===== src/rtl/apb_master_bridge.sv =====
// rtl/apb_master_bridge.sv - CPU load/store to APB master bridge with one-hot slave decode
//
// Latches one CPU load/store, decodes the address into a one-hot PSEL and
// runs the APB SETUP/ACCESS sequence. It completes with a one-cycle ready
// pulse. A decode miss, or a timeout when enabled, completes with ready and
// err together and rdata=0.
//
// Optional feature: define APB_TIMEOUT_EN to abort an access that has waited
// TIMEOUT_CYC cycles in ACCESS without PREADY.
//
// Ports:
//   PCLK, PRESET           clock, asynchronous active-high reset
//   transfer, write        CPU request strobe (sampled in IDLE) and direction
//   addr, wdata            CPU byte address and store data
//   rdata, ready, err      load data, completion pulse, error qualifier
//   PADDR, PWDATA, PWRITE  registered APB address, write data and direction
//   PENABLE, PSEL          APB access phase and one-hot slave select
//   PRDATA, PREADY         per-slave read data (slave i at [32*i +: 32]) and ready
module apb_master_bridge #(
  parameter int          NUM_SLV     = 4,
  parameter logic [31:0] BASE_ADDR   = 32'h1000_0000,
  parameter int          TIMEOUT_CYC = 16
) (
  input  logic                    PCLK,
  input  logic                    PRESET,
  input  logic                    transfer,
  input  logic                    write,
  input  logic [31:0]             addr,
  input  logic [31:0]             wdata,
  output logic [31:0]             rdata,
  output logic                    ready,
  output logic                    err,
  output logic [31:0]             PADDR,
  output logic [31:0]             PWDATA,
  output logic                    PWRITE,
  output logic                    PENABLE,
  output logic [NUM_SLV-1:0]      PSEL,
  input  logic [32*NUM_SLV-1:0]   PRDATA,
  input  logic [NUM_SLV-1:0]      PREADY
);

  localparam int IDX_W = (NUM_SLV > 1) ? $clog2(NUM_SLV) : 1;

  typedef enum logic [1:0] {
    IDLE   = 2'd0,
    SETUP  = 2'd1,
    ACCESS = 2'd2
  } state_t;

  state_t           r_state;
  state_t           w_state_nxt;
  logic [IDX_W-1:0] r_idx;

  logic [19:0]      w_page;
  logic             w_hit;
  logic             w_latch;
  logic             w_done_ok;
  logic             w_done_err;
  logic             w_pready;
  logic [31:0]      w_prdata;
  logic             w_timeout;

  // Each slave owns a 4 KB page above BASE_ADDR.
  assign w_page = 20'((addr - BASE_ADDR) >> 12);
  assign w_hit  = (addr >= BASE_ADDR) && (w_page < 20'(NUM_SLV));

  // Only the selected slave's PREADY/PRDATA are looked at, so undriven or
  // unknown lanes of idle slaves cannot disturb the transfer.
  always_comb begin
    PSEL     = '0;
    w_pready = 1'b0;
    w_prdata = '0;
    for (int i = 0; i < NUM_SLV; i++) begin
      if (r_idx == IDX_W'(i)) begin
        PSEL[i]  = (r_state != IDLE);
        w_pready = PREADY[i];
        w_prdata = PRDATA[32*i +: 32];
      end
    end
  end

  // PSEL/PENABLE decode straight from the state register so a reset drops
  // them without waiting for a clock edge.
  assign PENABLE = (r_state == ACCESS);

`ifdef APB_TIMEOUT_EN
  logic [7:0] r_wait_cnt;

  always_ff @(posedge PCLK or posedge PRESET) begin
    if (PRESET) begin
      r_wait_cnt <= '0;
    end else if (r_state == SETUP) begin
      r_wait_cnt <= '0;
    end else if ((r_state == ACCESS) && !w_pready) begin
      r_wait_cnt <= r_wait_cnt + 8'd1;
    end
  end

  // Fires on the wait cycle that would bring the count to TIMEOUT_CYC.
  assign w_timeout = (r_wait_cnt == 8'(TIMEOUT_CYC - 1));
`else
  logic w_unused_timeout_cfg;
  assign w_unused_timeout_cfg = (TIMEOUT_CYC != 0);
  assign w_timeout            = 1'b0;
`endif

  always_ff @(posedge PCLK or posedge PRESET) begin
    if (PRESET) begin
      r_state <= IDLE;
    end else begin
      r_state <= w_state_nxt;
    end
  end

  always_comb begin
    w_state_nxt = r_state;
    w_latch     = 1'b0;
    w_done_ok   = 1'b0;
    w_done_err  = 1'b0;
    case (r_state)
      IDLE: begin
        if (transfer) begin
          w_latch = 1'b1;
          if (w_hit) begin
            w_state_nxt = SETUP;
          end else begin
            w_done_err = 1'b1;
          end
        end
      end
      SETUP: begin
        w_state_nxt = ACCESS;
      end
      ACCESS: begin
        if (w_pready) begin
          w_done_ok   = 1'b1;
          w_state_nxt = IDLE;
        end else if (w_timeout) begin
          w_done_err  = 1'b1;
          w_state_nxt = IDLE;
        end
      end
      default: begin
        w_state_nxt = IDLE;
      end
    endcase
  end

  always_ff @(posedge PCLK or posedge PRESET) begin
    if (PRESET) begin
      PADDR  <= '0;
      PWDATA <= '0;
      PWRITE <= 1'b0;
      r_idx  <= '0;
      rdata  <= '0;
      ready  <= 1'b0;
      err    <= 1'b0;
    end else begin
      ready <= w_done_ok | w_done_err;
      err   <= w_done_err;
      if (w_latch) begin
        PADDR  <= addr;
        PWDATA <= wdata;
        PWRITE <= write;
        r_idx  <= w_page[IDX_W-1:0];
      end
      if (w_done_err) begin
        rdata <= '0;
      end else if (w_done_ok && !PWRITE) begin
        rdata <= w_prdata;
      end
    end
  end

endmodule


===== config.mk =====
export PLATFORM = sky130hd
export DESIGN_NAME = apb_master_bridge
export DESIGN_NICKNAME = d
export VERILOG_FILES = /design/src/rtl/apb_master_bridge.sv
export SDC_FILE = /design/constraint.sdc
export NUM_CORES = 1
export LEC_CHECK = 0
export CAP_MARGIN = 25
export CORE_AREA = 3 3 118 120
export CTS_BUF_LIST = sky130_fd_sc_hd__clkbuf_8
export CTS_CLUSTER_DIAMETER = 60
export DETAILED_ROUTE_END_ITERATION = 10
export DIE_AREA = 0 0 121 123
export PLACE_DENSITY_LB_ADDON = 0.12
export SETUP_SLACK_MARGIN = 0.05
export SLEW_MARGIN = 20
export SYNTH_ARGS = -nofsm -noshare
export SYNTH_HDL_FRONTEND = slang
export SYNTH_SLANG_ARGS = --single-unit

===== constraint.sdc =====
create_clock -name PCLK -period 5 [get_ports PCLK]
set_input_delay 0.5 -clock PCLK [delete_from_list [all_inputs] [get_ports PCLK]]
set_output_delay 0.5 -clock PCLK [all_outputs]
set_load 0.01 [all_outputs]

# After elaboration in Yosys (flattened, before gate mapping)
# Cells that the tools add are included.
# totals
out_inout_bits	104
ff_bits	103
in_bits	200
wordCells	53
# classes
bitwise	1
order_cmp	2
eq_ne	8
n_reduce_logical	8
n_mux	25
addsub	1
# ops
cell	count
$mux 32	6
$ge 32x29->1 const B	1
$sub 32x29->32 const B	1
$lt 20x3->1 const B	1
$mux 1	15
$eq 2x2->1 const B	3
$mux 2	3
$pmux 2 s3	1
$eq 2x1->1 const B	2
$logic_not 2->1	2
$ne 2x2->1 const B	2
$reduce_bool 2->1	2
$reduce_and 3->1	1
$logic_and 1x1->1	2
$ne 2x1->1 const B	1
$logic_not 1->1	1
$or 1x1->1	1

# Depth between registers and ports, before layout
# Gate-level depths: netlist of the first run.
# depth
word_depth	10
ltp_mapped	6
mapped_depth_nobuf	4

# Worst setup path after synthesis of the first run
# Ideal clock, no wire load.
# synth_path
path_kind	register -> output
start	register PADDR[13] (netlist name)
end	output PSEL[2]
n_path_buf	2
slack_ps	3276
required_ps	4500
path_stages_with_launch	4
t_arrival_ps	1224
path_cell_list	dfrtp_1 -> buf_4 -> clkbuf_1 -> nor3b_1
# synth_rtl
element	line_no	rtl
to (decl)	37	output logic [NUM_SLV-1:0] PSEL,

==> results of run 1 <==
-- cells by family after synthesis --
group	Yosys count	synth area share
AO/OA/AOI/OAI	34	0.0372
buffers and inverters	27	0.0351
flip-flops	101	0.537
multiplexers	99	0.316
AND/OR/NAND/NOR	84	0.0755
-- how the worst min path moves through the flow --
| stage | startpoint | to | slack (ns) | cells after the start |
|---|---|---|---|---|
| final | PADDR[7] | PADDR[7] | 0.51 | 1 |
| after CTS | PWDATA[30] | PWDATA[30] | 0.52 | 1 |
| after detailed placement | PWDATA[30] | PWDATA[30] | 0.49 | 1 |
| after global placement | PWDATA[14] | PWDATA[14] | 0.49 | 1 |
| after global routing | PADDR[30] | PADDR[30] | 0.53 | 1 |
| after floorplan | r_state[1] | r_state[1] | 0.53 | 1 |
-- through the flow --
| step | hold slack (ns) | instances |
|---|---|---|
| after global placement | 0.488 | 802 |
| after floorplan | 0.528 | 345 |
| after global routing | 0.526 | 820 |
| final | 0.512 | 820 |
| after CTS | 0.516 | 819 |
| after detailed placement | 0.494 | 803 |
-- per-layer routing --
layer	vias up	routed length, µm
li1	1826	-
met1	1927	5310
met2	172	7890
met3	18	1220
met4	0	292
met5	-	0
-- state kept, by name, indices dropped and copies added (netlist names) --
signal	cells
PADDR	32
PWDATA	32
PWRITE	1
err	1
r_state	2
rdata	32
ready	1
-- report_power, final --
group	leakage, nW	internal, mW	switching [mW]	total [mW]
combinational	1.78	0.338	0.161	0.498
clock	0.103	0.229	0.269	0.499
sequential	1.26	0.869	0.0266	0.896
total	3.14	1.44	0.456	1.89
-- placed cells by master, fill, tap and decap left out, drive strengths merged --
master           n
mux4            33
clkbuf           9
nor2             3
nor2b            1
mux2            66
a21o             1
inv              2
nand2           67
clkdlybuf4s50  303
and2             2
a21oi           32
buf              6
nand3            1
bufinv           1
and3b            1
dfrtp          101
clkinv           5
nor3b            3
nor3             2
nor4b            1
nor4             3
o21a             1
-- cell type report --
| class | count | area, µm² | share of cell area |
|---|---|---|---|
| clock buffer | 9 | 124 | 0.0154 |
| multi-input combinational | 217 | 2020 | 0.251 |
| tap | 176 | 220 | 0.0273 |
| sequential | 101 | 2530 | 0.314 |
| clock inverter | 7 | 63.8 | 0.00792 |
| inverter | 1 | 6.26 | 0.000777 |
| timing repair buffer | 309 | 3090 | 0.384 |
==> flow_summary_export.csv, run 1 <==
group,metric,value,unit
status,outcome,"finished clean",
layout,nets,839,
routing,avgRoutedWirePerCell,17.9,µm
place,placed_area,7850,µm²
grt,met3_usage,0.0599,
setup_path,worstPathRequired,4.50,ns
routing,route.detailed.drc,0,
sta,timing.fmax,391,MHz
grt,grt_first_pass_wirelength,22400,µm
synthesis,ys.flop_type,"dfrtp_1",
grt,antenna_found_initial,0,
die,die-area,14900,µm²
grt,grt_use_total,0.195,
setup_path,crit_family,"buffers and inverters",
setup_path,crit_fanout,38,
sta,drv_slew,0,
grt,met2_usage,0.363,
clock_tree,cts-root-buf,"clkbuf_8",
synthesis,synthTopCellsByArea,"dfrtp_1 (54%), mux2_2 (16%), mux4_2 (16%)",
layout,area_growth,71.0,%
clock_tree,post-cts-setup-buffers,0,
power,pwr_density_cell,235,nW/µm²
grt,gr-total-overflow,0,
synthesis,syn_inst,345,
sta,relSlewSlack,0.450,
synthesis,post-synth-top-count-cell,"dfrtp_1",
layout,drive_gt1_frac,0.194,
setup_path,crit_path_end_kind,"output pin",
sta,fin_ws,2.45,ns
worst_hold_path,hold_path_class,"flip-flop to flip-flop",
synthesis,synth.distinct_cells,20,
layout,finish.instance_area,8060,µm²
synthesis,synth-seq-cells,101,
clock_tree,hold_buffers,0,
synthesis,syn_nets,545,
setup_path,critical_path.cell_chain,"buf_4, nor3b_1, clkdlybuf4s50_1",
grt,grt_pass1_vias,4338,
clock_tree,cts_tree,"done",
die,die_w,121,µm
layout,final_util,0.616,
clock_tree,clkSinkCount,101,
synthesis,synth_edf_count,0,
setup_path,reg2reg_depth,4,
sta,hold_violations,0,
clock_tree,htree_levels,3,
place,hpwl,12000,µm
sta,fin_tns_setup,0,ns
clock_tree,cts_buffers,9,
routing,drt-vias-per-instance,4.81,
die,die_height,123,µm
setup_path,crit_start,"PADDR[12]",
die,start_util,0.360,
synthesis,yosysTopAreaCell,"dfrtp_1",
power,leakage,3.14,nW
die,coreArea,13100,µm²
setup_path,r2r_end,"PADDR[8]",
grt,grtUsageMet1,0.211,
synthesis,synth_warnings,0,
setup_path,critPathCapture,"PSEL[1]",
clock_tree,ctsLongestPathBuffers,2,
die,io_pins,304,
sta,setup_viol_count_final,0,
place,io_buffers,303,
run,cap_violations,0,
setup_path,cpMaxStageDelayCell,"clkdlybuf4s50_1",
clock_tree,insertion_delay,0.34,ns
routing,dr.pass1.iters,4,
setup_path,max_stage_delay,0.56,ns
clock_tree,cts_resized,0,
place,place.gp.congestion,0.754,
power,vdd_drop_max,0.148,mV
routing,num_vias,3943,
routing,finalWirelength,14700,µm
sta,rsz0062_at_grt,"no",
sta,worst_pin_slew,0.824,ns
synthesis,ys_async_sr_fraction,1.00,
setup_path,r2r-start,"r_state[0]",
sta,skew,0.00881,ns
setup_path,rrSetupSlack,2.75,ns
sta,fin_crit,2.55,ns
setup_path,crit_arrival,2.05,ns
layout,fillers,1042,
setup_path,cp.depth,3,
synthesis,netlist_top_cells_count,"dfrtp_1 (101), nand2_1 (67), mux2_2 (66), mux4_2 (33), a21oi_1 (32)",
setup_path,critPathKind,"flip-flop to output pin",
setup_path,critPathLaunchType,"flip-flop",
grt,grt_max_degree,65,
power,finalPower,1.89,mW
sta,post-route-period-util,0.511,
synthesis,synth_seq_area_share,0.537,
synthesis,syn_avg_cell_area,13.7,µm²
grt,top_usage_layer,"met2",
synthesis,synth_area,4710,µm²
die,core.rowCount,42,
place,dp_slack,2.29,ns
layout,n_antenna_cell,0,
setup_path,critPathBufInv,2,
routing,drt_iter0_markers,160,
routing,ant_nets,0,
synthesis,synth_top_area_share,0.537,
clock_tree,clkTransAtPathRegs,0.09,ns
Note: power is estimated with default switching activity, not from simulation.
==> inputs of run 2 (changes only) <==
--- a/config.mk
+++ b/config.mk
@@ -6,11 +6,11 @@
 export NUM_CORES = 1
 export LEC_CHECK = 0
 export CAP_MARGIN = 25
-export CORE_AREA = 3 3 118 120
+export CORE_MARGIN = 3
+export CORE_UTILIZATION = 34
 export CTS_BUF_LIST = sky130_fd_sc_hd__clkbuf_8
 export CTS_CLUSTER_DIAMETER = 60
 export DETAILED_ROUTE_END_ITERATION = 10
-export DIE_AREA = 0 0 121 123
 export PLACE_DENSITY_LB_ADDON = 0.12
 export SETUP_SLACK_MARGIN = 0.05
 export SLEW_MARGIN = 20
==> constraint.sdc (replaced) <==
create_clock -name PCLK -period 2.08 [get_ports PCLK]
set_input_delay 0.208 -clock PCLK [delete_from_list [all_inputs] [get_ports PCLK]]
set_output_delay 0.208 -clock PCLK [all_outputs]
set_load 0.01 [all_outputs]
==> run 2 against run 1 <==
Global-route usage decreased by 0.062 points. Setup slack got worse by 2.3 ns. Sequential power grew 140%. Clock-buffer cell count is the same. Sequential cell count unchanged. Hold slack lost 0.18 ns. Non-clock buffer count rose by 6. Via count up 0.63%. Critical endpoint is now PSEL[3]. First-iteration DRC count fell by 31%. Combinational power rose by 150%. Cell area increased by 2.0%. Cell count grew 0.73%.
==> flow_summary_export.csv, run 2 (same netlist as run 1, synthesis figures left out) <==
group,metric,value,unit
die,coreArea,13400,µm²
die,die_height,124,µm
layout,layout_common_cells,"clkdlybuf4s50_1 (301), dfrtp_1 (100), nand2_1 (67), mux2_2 (66), mux4_2 (33)",
sta,post-route-period-util,0.932,
setup_path,r2r_end,"rdata[30]",
die,die_w,124,µm
sta,fin_tns_setup,0,ns
layout,n_antenna_cell,0,
sta,fin_ws,0.142,ns
place,place.gp.congestion,0.784,
grt,gr-total-overflow,0,
setup_path,crit_fanout,4,
clock_tree,cts-root-buf,"clkbuf_8",
setup_path,r2r-start,"PADDR[12]",
die,core.rowCount,42,
setup_path,reg2reg_depth,6,
setup_path,crit_arrival,1.73,ns
sta,skew,0.0112,ns
setup_path,critPathKind,"flip-flop to output pin",
status,outcome,"finished clean",
clock_tree,hold_buffers,0,
setup_path,worstPathRequired,1.87,ns
sta,timing.fmax,516,MHz
clock_tree,htree_levels,3,
layout,final_common_cell,"clkdlybuf4s50_1",
sta,worst_pin_slew,0.554,ns
run,cap_violations,0,
layout,drive_gt1_frac,0.200,
die,start_util,0.351,
routing,ant_nets,0,
routing,drt_iter0_markers,110,
grt,grt_first_pass_wirelength,22500,µm
sta,fin_crit,1.94,ns
sta,hold_violations,0,
grt,grt_max_degree,102,
clock_tree,cts_tree,"done",
grt,grt_use_total,0.194,
layout,reg.largest.list,"PADDR (32), PWDATA (32), rdata (32)",
worst_hold_path,hold_path_class,"input port to async pin",
power,vdd_drop_max,0.273,mV
routing,avgRoutedWirePerCell,18.3,µm
clock_tree,ctsLongestPathBuffers,2,
setup_path,crit_path_end_kind,"output pin",
routing,dr.pass1.iters,4,
place,hpwl,11900,µm
power,pwr_density_cell,581,nW/µm²
grt,antenna_found_initial,1,
clock_tree,insertion_delay,0.36,ns
sta,rsz0062_at_grt,"yes",
layout,nets,845,
routing,drt-vias-per-instance,4.80,
clock_tree,cts_buffers,9,
place,io_buffers,303,
sta,setup_viol_count_final,0,
sta,relSlewSlack,0.631,
setup_path,rrSetupSlack,0.28,ns
power,leakage,3.25,nW
routing,num_vias,3968,
die,io_pins,304,
layout,area_growth,74.4,%
clock_tree,clkTransAtPathRegs,0.10,ns
clock_tree,clkSinkCount,101,
die,die-area,15300,µm²
routing,finalWirelength,15100,µm
routing,route.detailed.drc,0,
grt,grt_pass1_vias,4329,
place,dp_slack,0.179,ns
setup_path,critPathLaunchType,"flip-flop",
sta,drv_slew,0,
[run 2: worst max-delay path: stages, from the launching register on]
cell,delay [ns]
dfrtp_1,0.42
nor2_2,0.16
buf_4,0.15
and3b_1,0.17
clkdlybuf4s50_1,0.47
[run 2: worst max path at each step]
stage	cells past startpoint	slack [ns]	end	startpoint
6_report	4	0.14	PSEL[3]	r_state[1]
5_1_grt	4	0.02	PSEL[3]	r_state[1]
4_1_cts	4	0.07	PSEL[1]	r_state[0]
3_5_place_dp	6	0.18	rdata[6]	addr[15]
3_3_place_gp	6	0.22	rdata[28]	addr[15]
2_1_floorplan	6	0.46	rdata[10]	PADDR[12]
[run 2: layer usage]
layer	part of all wire	track usage
met5	0.00086	0
met1	0.36	0.210
met3	0.079	0.0609
met4	0.020	0.0588
met2	0.54	0.360
[run 2: cell type report]
type | count | area (µm²)
well taps | 176 | 220
clock inverters | 7 | 97.6
clock buffers | 9 | 124
multi-input cells | 217 | 2020
fillers | 1129 | 5190
repair buffers | 315 | 3220
inverters | 1 | 7.51
flip-flops and latches | 101 | 2530
[run 2: power by group]
group / leakage [nW] / switching [mW] / total [mW] / internal [mW]
Sequential: 1.26 / 0.0724 / 2.16 / 2.09
Combinational: 1.88 / 0.398 / 1.24 / 0.845
Clock: 0.112 / 0.686 / 1.37 / 0.685
Total: 3.25 / 1.16 / 4.78 / 3.62
[run 2: timing repair]
action,4_1_cts,5_1_grt
setup buffers,1,1
gates resized for setup,0,3
setup endpoints to repair,4,4
cloned,1,0
[run 2: through the flow]
step	std cells	utilization	hold slack (ns)	total power [mW]	instance area, µm²
floorplan	345	-	0.358	2.69	4710
global placement	807	0.592	0.488	3.42	7940
detailed placement	807	0.592	0.495	3.44	7940
CTS	825	0.612	0.366	4.85	8200
global route	826	0.613	0.386	5.01	8210
finish	826	0.613	0.328	4.78	8210
==> inputs of run 3 (changes only) <==
--- a/config.mk
+++ b/config.mk
@@ -12,6 +12,7 @@
 export CTS_CLUSTER_DIAMETER = 60
 export DETAILED_ROUTE_END_ITERATION = 10
 export PLACE_DENSITY_LB_ADDON = 0.12
+export RECOVER_POWER = 50
 export SETUP_SLACK_MARGIN = 0.05
 export SLEW_MARGIN = 20
 export SYNTH_ARGS = -nofsm -noshare
==> run 3 against run 2 <==
Combinational power about the same. Cell count is the same. Sequential power barely moved. Global-route usage is the same. Critical path depth did not move. Utilization shrank 0.16 points. Register-to-register slack worse by 0.12 ns. Non-clock buffer count unchanged. Hold slack better by 0.13 ns. Largest cell class unchanged. Largest power group unchanged.
==> flow_summary_export.csv, run 3 (same netlist as run 1, synthesis figures left out) <==
group,metric,value,unit
status,outcome,"finished clean",
place,placed_area,7940,µm²
grt,gr-total-overflow,0,
place,io_buffers,303,
routing,avgRoutedWirePerCell,18.3,µm
clock_tree,hold_buffers,0,
setup_path,crit_path_end_kind,"output pin",
die,die_height,124,µm
routing,drt_iter0_markers,123,
die,core.rowCount,42,
layout,final_common_cell,"clkdlybuf4s50_1",
sta,setup_viol_count_final,0,
layout,nets,845,
layout,reg.largest.list,"PADDR (32), PWDATA (32), rdata (32)",
setup_path,crit_start,"r_state[1]",
clock_tree,htree_levels,3,
routing,num_vias,3979,
place,hpwl,11900,µm
setup_path,reg2reg_depth,6,
place,place.gp.congestion,0.784,
setup_path,r2r-start,"PADDR[12]",
sta,fin_crit,1.94,ns
routing,ant_nets,0,
sta,drv_slew,0,
clock_tree,cts-root-buf,"clkbuf_8",
sta,fin_ws,0.143,ns
setup_path,critPathLaunchType,"flip-flop",
clock_tree,clkSinkCount,101,
routing,finalWirelength,15100,µm
power,leakage,3.27,nW
layout,layout_common_cells,"clkdlybuf4s50_1 (260), dfrtp_1 (100), nand2_1 (67), mux2_2 (66), dlygate4sd3_1 (41)",
die,die_w,124,µm
clock_tree,cts_buffers,9,
layout,multi_input_area,2020,µm²
layout,n_antenna_cell,0,
die,io_pins,304,
run,cap_violations,0,
die,coreArea,13400,µm²
clock_tree,cts_tree,"done",
setup_path,rrSetupSlack,0.16,ns
layout,finish.instance_area,8190,µm²
setup_path,critPathCapture,"PSEL[3]",
worst_hold_path,hold_path_class,"input port to flip-flop",
grt,grt_use_total,0.194,
layout,fillers,1136,
setup_path,crit_arrival,1.73,ns
setup_path,r2r_end,"rdata[30]",
sta,fin_tns_setup,0,ns
sta,worst_pin_slew,1.37,ns
grt,grt_max_degree,102,
place,dp_slack,0.179,ns
clock_tree,ctsLongestPathBuffers,2,
sta,relSlewSlack,0.0837,
setup_path,crit_fanout,4,
sta,hold_violations,0,
sta,post-route-period-util,0.931,
grt,antenna_found_initial,1,
grt,grt_pass1_vias,4329,
layout,drive_gt1_frac,0.195,
clock_tree,clkTransAtPathRegs,0.09,ns
setup_path,worstPathRequired,1.87,ns
routing,dr.pass1.iters,4,
sta,rsz0062_at_grt,"yes",
sta,hold_slack,0.458,ns
routing,route.detailed.drc,0,
power,vdd_drop_max,0.272,mV
layout,seq_area,2530,µm²
sta,skew,0.0112,ns
die,die-area,15300,µm²
routing,drt-vias-per-instance,4.82,
grt,grt_first_pass_wirelength,22500,µm
setup_path,critPathKind,"flip-flop to output pin",
layout,area_growth,74.0,%
sta,timing.fmax,516,MHz
power,pwr_density_cell,579,nW/µm²
clock_tree,insertion_delay,0.36,ns
die,start_util,0.351,
[run 3: area by class of cell]
cell class,instances,area share
clock inverter,7,0.0119
clock buffer,9,0.0151
tap,176,0.0269
inverter,1,0.000916
timing repair buffer,315,0.390
sequential,101,0.309
multi-input combinational,217,0.246
[run 3: stage by stage]
step	total power, mW	utilization	instances
2_1_floorplan	2.69	-	345
3_3_place_gp	3.42	0.592	807
3_5_place_dp	3.44	0.592	807
4_1_cts	4.85	0.612	825
5_1_grt	4.98	0.611	826
6_report	4.74	0.611	826
[run 3: critical path, cell delays in order, from the launching register on]
cell and delay [ns]:
dfrtp_1 0.42, nor2_2 0.16, buf_4 0.15, and3b_1 0.17
clkdlybuf4s50_1 0.47
[run 3: where the power goes]
part / total, mW / switching, mW / internal [mW]
clock: 1.37 / 0.686 / 0.685
combinational: 1.21 / 0.397 / 0.815
sequential: 2.16 / 0.0697 / 2.09
[run 3: metal layers]
metal	vias to the layer above	track usage	routed length, µm
met1	1947	0.210	5420
met2	172	0.360	8200
met5	-	0	13
met3	17	0.0609	1190
met4	2	0.0588	305
li1	1841	-	-
[run 3: repair_timing]
action                     CTS  global route
setup endpoints to repair    4             4
hold endpoints to repair     0             0
gates resized for setup      0             3
setup buffers                1             1
gates cloned                 1             0
[run 3: how the worst min path moves through the flow]
stage	endpoint	cells after the start	from	slack [ns]
after detailed placement	PWDATA[20]	1	PWDATA[20]	0.49
after floorplan	PADDR[31]	1	addr[31]	0.36
final	PWDATA[25]	2	wdata[25]	0.46
after global routing	PWDATA[5]	2	wdata[5]	0.43
after global placement	PWDATA[9]	1	PWDATA[9]	0.49
after CTS	PWDATA[6]	3	PRESET	0.37
